File: src/rtl/boot_controller.sv
// -----------------------------------------------------------------------------
// boot_controller
//
// Boot/run sequencer for the 8-bit CPU. After reset, or after a reboot request,
// it holds the CPU in reset and restarts the bootloader. It enables the
// bootloader's write strobes and counts 16 RAM writes. It then allows one
// settle cycle and releases the CPU. A reboot request while the CPU runs waits
// for an instruction boundary, with a bounded drain window, before the next boot.
//
// Ports:
//   clk                 system clock
//   rst                 asynchronous, active-high reset
//   program_select      raw program switches (sampled only in BOOT_RST)
//   reboot_btn          asynchronous level reboot request, active-high
//   bootload_ram        bootloader RAM-write strobe (observed)
//   cpu_instr_boundary  high in the CPU's final microstep
//   cpu_halted          CPU has executed HALT
//   bl_rst              bootloader reset
//   enable_bootload     bootloader output enable
//   bl_program_select   select latched at boot, driven to the bootloader
//   cpu_rst             CPU reset
//   cpu_clk_en          CPU clock enable
//   boot_error          sticky boot-failure flag
//   state_dbg           current state encoding, for LEDs
// -----------------------------------------------------------------------------
module boot_controller #(
   parameter int NUM_PROGRAMS  = 4,
   parameter int SYNC_STAGES   = 2,   // minimum 2
   parameter int BOOT_TIMEOUT  = 48,  // must exceed the nominal 32-cycle load
   parameter int DRAIN_TIMEOUT = 8,
   localparam int SEL_W = (NUM_PROGRAMS > 1) ? $clog2(NUM_PROGRAMS) : 1,
   localparam int TMR_W = $clog2(BOOT_TIMEOUT + 1)
) (
   input  logic             clk,
   input  logic             rst,
   input  logic [SEL_W-1:0] program_select,
   input  logic             reboot_btn,
   input  logic             bootload_ram,
   input  logic             cpu_instr_boundary,
   input  logic             cpu_halted,
   output logic             bl_rst,
   output logic             enable_bootload,
   output logic [SEL_W-1:0] bl_program_select,
   output logic             cpu_rst,
   output logic             cpu_clk_en,
   output logic             boot_error,
   output logic [2:0]       state_dbg
);

   typedef enum logic [2:0] {
      ST_BOOT_RST = 3'd0,
      ST_BOOTING  = 3'd1,
      ST_SETTLE   = 3'd2,
      ST_RUN      = 3'd3,
      ST_DRAIN    = 3'd4,
      ST_HALTED   = 3'd5,
      ST_ERROR    = 3'd6
   } state_t;

   localparam logic [4:0] WR_DONE = 5'd16;

   state_t                 state_q, state_d;
   logic [4:0]             wr_cnt_q, wr_cnt_d;
   logic [TMR_W-1:0]       timer_q, timer_d;
   logic                   boot_error_q, boot_error_d;
   logic [SEL_W-1:0]       sel_q, sel_d;
   logic [SYNC_STAGES-1:0] sync_q, sync_d;
   logic                   btn_prev_q, btn_prev_d;
   logic                   bl_rst_q, bl_rst_d;
   logic                   cpu_rst_q, cpu_rst_d;
   logic                   cpu_clk_en_q, cpu_clk_en_d;
   logic                   enable_bootload_q, enable_bootload_d;

   logic                   btn_sync;
   logic                   reboot_evt;
   logic [TMR_W-1:0]       timer_inc;
   logic [4:0]             wr_cnt_inc;

   // A reboot event is a rising edge of the synchronized button. Holding the
   // button yields one event, and events in states that ignore them are lost.
   assign btn_sync   = sync_q[SYNC_STAGES-1];
   assign reboot_evt = btn_sync & ~btn_prev_q;

   // Both counters saturate rather than wrap.
   assign timer_inc  = (timer_q == {TMR_W{1'b1}}) ? timer_q : timer_q + TMR_W'(1);
   assign wr_cnt_inc = (wr_cnt_q == WR_DONE) ? wr_cnt_q : wr_cnt_q + 5'd1;

   // NOTE: every variable gets a default at the top of the block, so no path can leave one unassigned and infer a latch.
   always_comb begin
      state_d      = state_q;
      wr_cnt_d     = wr_cnt_q;
      timer_d      = timer_q;
      boot_error_d = boot_error_q;
      sel_d        = sel_q;
      sync_d       = {sync_q[SYNC_STAGES-2:0], reboot_btn};
      btn_prev_d   = btn_sync;

      unique case (state_q)
         ST_BOOT_RST: begin
            sel_d    = program_select;
            wr_cnt_d = '0;
            timer_d  = '0;
            state_d  = ST_BOOTING;
         end
         ST_BOOTING: begin
            timer_d = timer_inc;
            if (bootload_ram) wr_cnt_d = wr_cnt_inc;
            // The 16th write wins over a timeout that expires in the same cycle.
            if (wr_cnt_d == WR_DONE)                      state_d = ST_SETTLE;
            else if (timer_inc >= TMR_W'(BOOT_TIMEOUT))   state_d = ST_ERROR;
         end
         ST_SETTLE: state_d = ST_RUN;
         ST_RUN: begin
            if (reboot_evt) begin
               state_d = ST_DRAIN;
               timer_d = '0;
            end else if (cpu_halted) begin
               state_d = ST_HALTED;
            end
         end
         ST_DRAIN: begin
            timer_d = timer_inc;
            if (cpu_instr_boundary || timer_inc >= TMR_W'(DRAIN_TIMEOUT)) state_d = ST_BOOT_RST;
         end
         ST_HALTED: begin
            if (reboot_evt) state_d = ST_BOOT_RST;
         end
         ST_ERROR: begin
            if (reboot_evt) begin
               boot_error_d = 1'b0;
               state_d      = ST_BOOT_RST;
            end
         end
         default: state_d = ST_BOOT_RST;
      endcase

      if (state_d == ST_ERROR) boot_error_d = 1'b1;

      // NOTE: outputs are decoded from the next state and then registered, so they stay glitch-free and in step with state_q.
      bl_rst_d          = (state_d == ST_BOOT_RST);
      enable_bootload_d = (state_d == ST_BOOTING);
      cpu_clk_en_d      = (state_d == ST_RUN) || (state_d == ST_DRAIN);
      cpu_rst_d         = !((state_d == ST_RUN) || (state_d == ST_DRAIN) || (state_d == ST_HALTED));
   end

   // NOTE: every flop, including the synchronizer, has a defined reset value, so state is known the moment rst is asserted.
   always_ff @(posedge clk or posedge rst) begin
      if (rst) begin
         state_q           <= ST_BOOT_RST;
         wr_cnt_q          <= '0;
         timer_q           <= '0;
         boot_error_q      <= 1'b0;
         sel_q             <= '0;
         sync_q            <= '0;
         btn_prev_q        <= 1'b0;
         bl_rst_q          <= 1'b1;
         cpu_rst_q         <= 1'b1;
         cpu_clk_en_q      <= 1'b0;
         enable_bootload_q <= 1'b0;
      end else begin
         // NOTE: non-blocking assignments make all flops update together from the same pre-edge values.
         state_q           <= state_d;
         wr_cnt_q          <= wr_cnt_d;
         timer_q           <= timer_d;
         boot_error_q      <= boot_error_d;
         sel_q             <= sel_d;
         sync_q            <= sync_d;
         btn_prev_q        <= btn_prev_d;
         bl_rst_q          <= bl_rst_d;
         cpu_rst_q         <= cpu_rst_d;
         cpu_clk_en_q      <= cpu_clk_en_d;
         enable_bootload_q <= enable_bootload_d;
      end
   end

   assign bl_rst            = bl_rst_q;
   assign enable_bootload   = enable_bootload_q;
   assign bl_program_select = sel_q;
   assign cpu_rst           = cpu_rst_q;
   assign cpu_clk_en        = cpu_clk_en_q;
   assign boot_error        = boot_error_q;
   assign state_dbg         = state_q;

endmodule
File: config.mk
export PLATFORM = sky130hd
export DESIGN_NAME = boot_controller
export DESIGN_NICKNAME = d
export VERILOG_FILES = /design/src/rtl/boot_controller.sv
export SDC_FILE = /design/constraint.sdc
export NUM_CORES = 1
export LEC_CHECK = 0
export BUFFER_PORTS_ARGS = -buffer_cell sky130_fd_sc_hd__buf_2
export CAP_MARGIN = 30
export CORE_MARGIN = 2
export CORE_UTILIZATION = 55
export CTS_CLUSTER_SIZE = 24
export DETAILED_ROUTE_END_ITERATION = 12
export MAX_ROUTING_LAYER = met4
export PLACE_DENSITY = 0.79
export SETUP_SLACK_MARGIN = 0.5
export SYNTH_ARGS = -nofsm -noshare
export SYNTH_HDL_FRONTEND = slang
export SYNTH_SLANG_ARGS = --single-unit
File: constraint.sdc
create_clock -name clk -period 2.8 [get_ports clk]
set_input_delay 0.84 -clock clk [delete_from_list [all_inputs] [get_ports clk]]
set_output_delay 0.84 -clock clk [all_outputs]
set_load 0.02 [all_outputs]
==> metrics.md <==
| Metric | Value |
|---|---|
| Vias/cell | between 5 and 6 |
| Hold_sp | sync_q[0]$_DFF_PP0_ |
| Reg2reg end | bl_rst$_DFF_PP1_ |
| Vias in the first global route | between 1000 and 1500 |
| Port bufs | 17 |
| Net Sw Frac | 0.433 |
| CTS Buf Count | 3 |
| CTS root buf | clkbuf_4 |
| Clock network power share | 0.111 |
| Slew Limit Headroom | 0.606 |
| Global-route wire length before repair | around 5300 um |
| Synth Cell Area | 1450 um^2 |
| Pwr dens | about 1100 nW/um^2 |
| Worst path max stage delay | roughly 740 ps |
| Critical path class | reg -> out |
| # Max-Cap Violations | 0 |
| Primary FF master, synth | dfrtp_1 |
| CTS max path bufs | 2 |
| Syn_nets | 167 |
| Largest area contributor in the netlist | dfrtp_1 |
| WP depth | 1 |
| Post-synthesis sequential area ratio | 0.417 |
| Cell Int Power | around 0.94 mW |
| Largest cells by area after synthesis | dfrtp_1 38%, nand2_1 4.4%, o21ai_0 3.8%, dfstp_2 3.6%, nand2b_1 3.5% |
| Syn avg cell area | roughly 9.3 um^2 |
| Routed WL | slightly below 3000 um |
| Initial antenna violation count | 0 |
| FF-to-FF Start | wr_cnt_q[1]$_DFFE_PP0P_ |
| Period utilization | 0.777 |
| R2R setup slack | 640 ps |
| Hold crit path type | reg -> reg |
| IO Pins | 18 |
| GP Congestion | between 0.8 and 0.9 |
| Post-DP HPWL | 2100 um |
| Die W | around 55 um |
| DRT iter0 DRCs | 30 |
| WHS Endpoint | sync_q[1]$_DFF_PP0_ |
| Total negative slack | 0 ps |
| R2R cell count | 7 |
| Final #Nets | approximately 180 |
| Layout Area Growth over Synthesis | 8.05% |
| Worst setup SP type | register |
| Total Routing Usage GR | 0.218 |
| Clock Skew | just under 1 ps |
| Worst hold stages | 0 |
| CTS Sinks | 24 |
| Setup bufs post-CTS | 0 |
| DRT antenna net count | 0 |
| Antenna diodes | 0 |
| Core area | 2480 um^2 |
| Yosys top cell area share | 0.381 |
| Worst-path cell chain | buf_2 |
| Critical path fanouts, max | 19 |
| Final hold vios | 0 |
| Yosys warns | 0 |
| Post-cts resize count | 0 |
| Post-route DRC | 0 |
| Slowest cell on crit path | dfrtp_1 |
| Routed via count | around 1200 |
| Top-count cell post-synth | dfrtp_1 |
| Slew Limit Fails | 0 |
| Mapped Cells | approximately 160 |
| Filler instances | 222 |
| Leakage | 0.731 nW |
| CTS tree | built |
| Worst-Margin Slew | ~590 ps |
| Worst-case vdd ir drop | 664 uV |
| Crit path DAT | 1330 ps |
| H-tree Lvls | 1 |
| Fin crit period | 2170 ps |
| Number of buffers and inverters on the critical path | 1 |
| Async set-reset flop share out of synthesis | 1.00 |
| Pin count of the biggest net entering global routing | 25 |
| Setup-failing EPs final | 0 |
| Status | finished, final reports clean |
| Cts hold-fix bufs | 0 |
| Unrepaired setup endpoints after global routing | false |
| Drt wl/cell | about 15 um |
| Hold slack | around 370 ps |
| Pre-antenna DRT Iters | 4 |
| Share of power burned in combinational logic | 0.487 |
| Synth cell count leaders | 22 x dfrtp_1, 17 x nand2_1, 11 x o21ai_0, 9 x nor2_1, 8 x nand2b_1 |
| Switch Pwr | a little over 0.7 mW |
| Type of destination of the critical path | output pin |
| Netlist cell types | between 40 and 50 |
| Clk pin slew, worst setup/hold paths | 130 ps |
| Delay-heaviest family, CP | flip-flops |
| Die Y-Extent | between 50 and 60 um |
| Post-synth EDFFs | 0 |
| Layout cells sized above 1 | 0.201 |
| # rows | 18 |
| Starting Density | 0.584 |
| Max Fclk | 460 MHz |
| Sequential power share | 0.402 |
| Yosys reg bits | 24 |
| Worst-Skew Late Latency | around 320 ps |
| GRT overflow | 0 |
| Die area | around 3000 um^2 |
| CP required | between 1500 and 2000 ps |
## per-stage QoR
| step | std cells | utilization | setup WS, ps | power, mW | cell area, um^2 |
|---|---|---|---|---|---|
| final | 199 | 0.631 | 625 | 1.65 | 1560 |
| after global routing | 199 | 0.631 | 517 | 1.80 | 1560 |
| after CTS | 199 | 0.630 | 623 | 1.66 | 1560 |
| after detailed placement | 195 | 0.616 | 416 | 1.47 | 1530 |
| after global placement | 195 | 0.616 | 459 | 1.43 | 1530 |
| after floorplan | 156 | - | 575 | 1.30 | 1450 |
## final cells by class
type | count | area [um^2] | area share
inverters | 7 | 26.3 | 0.0168
well taps | 30 | 37.5 | 0.0240
repair buffers | 18 | 92.6 | 0.0592
clock buffers | 4 | 36.3 | 0.0232
multi-input cells | 116 | 766 | 0.490
flip-flops and latches | 24 | 604 | 0.387
## kinds of logic after synthesis
kind of cell,after synthesis,share of synthesized area
xor gates and xnor gates,2,0.0121
buffers and inverters,16,0.0536
DFF,24,0.417
muxes,4,0.0337
AOI/OAI and AO/OA,52,0.260
and+or+nand+nor,55,0.198
adders and majority gates,3,0.0260
## sequential cells by signal, indices dropped and copies added, names as in the netlist
signal	flops
timer_q	6
wr_cnt_q	5
state_dbg	3
bl_program_select	2
sync_q	2
bl_rst	1
boot_error	1
btn_prev_q	1
cpu_clk_en	1
cpu_rst	1
enable_bootload	1
## placed cells by master (no fill, tap or decap), types with 4 or more instances in the layout
| cell type | count |
|---|---|
| a21o_1 | 5 |
| buf_2 | 17 |
| nand2_1 | 17 |
| nand2b_1 | 8 |
| o22ai_1 | 6 |
| inv_1 | 7 |
| o21ai_0 | 11 |
| dfrtp_1 | 21 |
| nand3_1 | 4 |
| nor2_1 | 9 |
| a21oi_1 | 7 |
| a22o_1 | 5 |
## how the worst max path moves through the flow
| stage | startpoint | endpoint | slack, ps |
|---|---|---|---|
| after floorplan | bootload_ram | bl_rst$_DFF_PP1_ | 580 |
| after global placement | bootload_ram | bl_rst$_DFF_PP1_ | 460 |
| after detailed placement | bootload_ram | bl_rst$_DFF_PP1_ | 420 |
| after CTS | wr_cnt_q[0]$_DFFE_PP0P_ | bl_rst$_DFF_PP1_ | 620 |
| after global routing | timer_q[0]$_DFFE_PP0P_ | bl_rst$_DFF_PP1_ | 520 |
| final | state_dbg[0]$_DFF_PP0_ | state_dbg[0] | 630 |
## worst register-to-register path, delay by kind of cell (launching register included)
family                   cells  cell delay, ps
AO/OA/AOI/OAI                3             740
flip-flops                   1             430
adder cells (fa/ha/maj)      1             310
multiplexers                 1             280
AND/OR/NAND/NOR              1             260
buffers and inverters        1              90
## power groups by stage
stage	Sequential [mW]	Clock (mW)	Combinational (mW)
after floorplan	0.632	0	0.669
after global placement	0.658	0	0.775
after detailed placement	0.666	0	0.805
after CTS	0.660	0.190	0.810
after global routing	0.697	0.203	0.903
final	0.665	0.183	0.805
## layer usage
metal	part of all wire	up-vias	global-route usage
met3	0.043	6	0.0562
met1	0.44	549	0.276
met2	0.51	32	0.354
li1	-	593	-
met4	0.013	0	0.0488
met5	0	-	-
(Power assumes the default switching activity.)
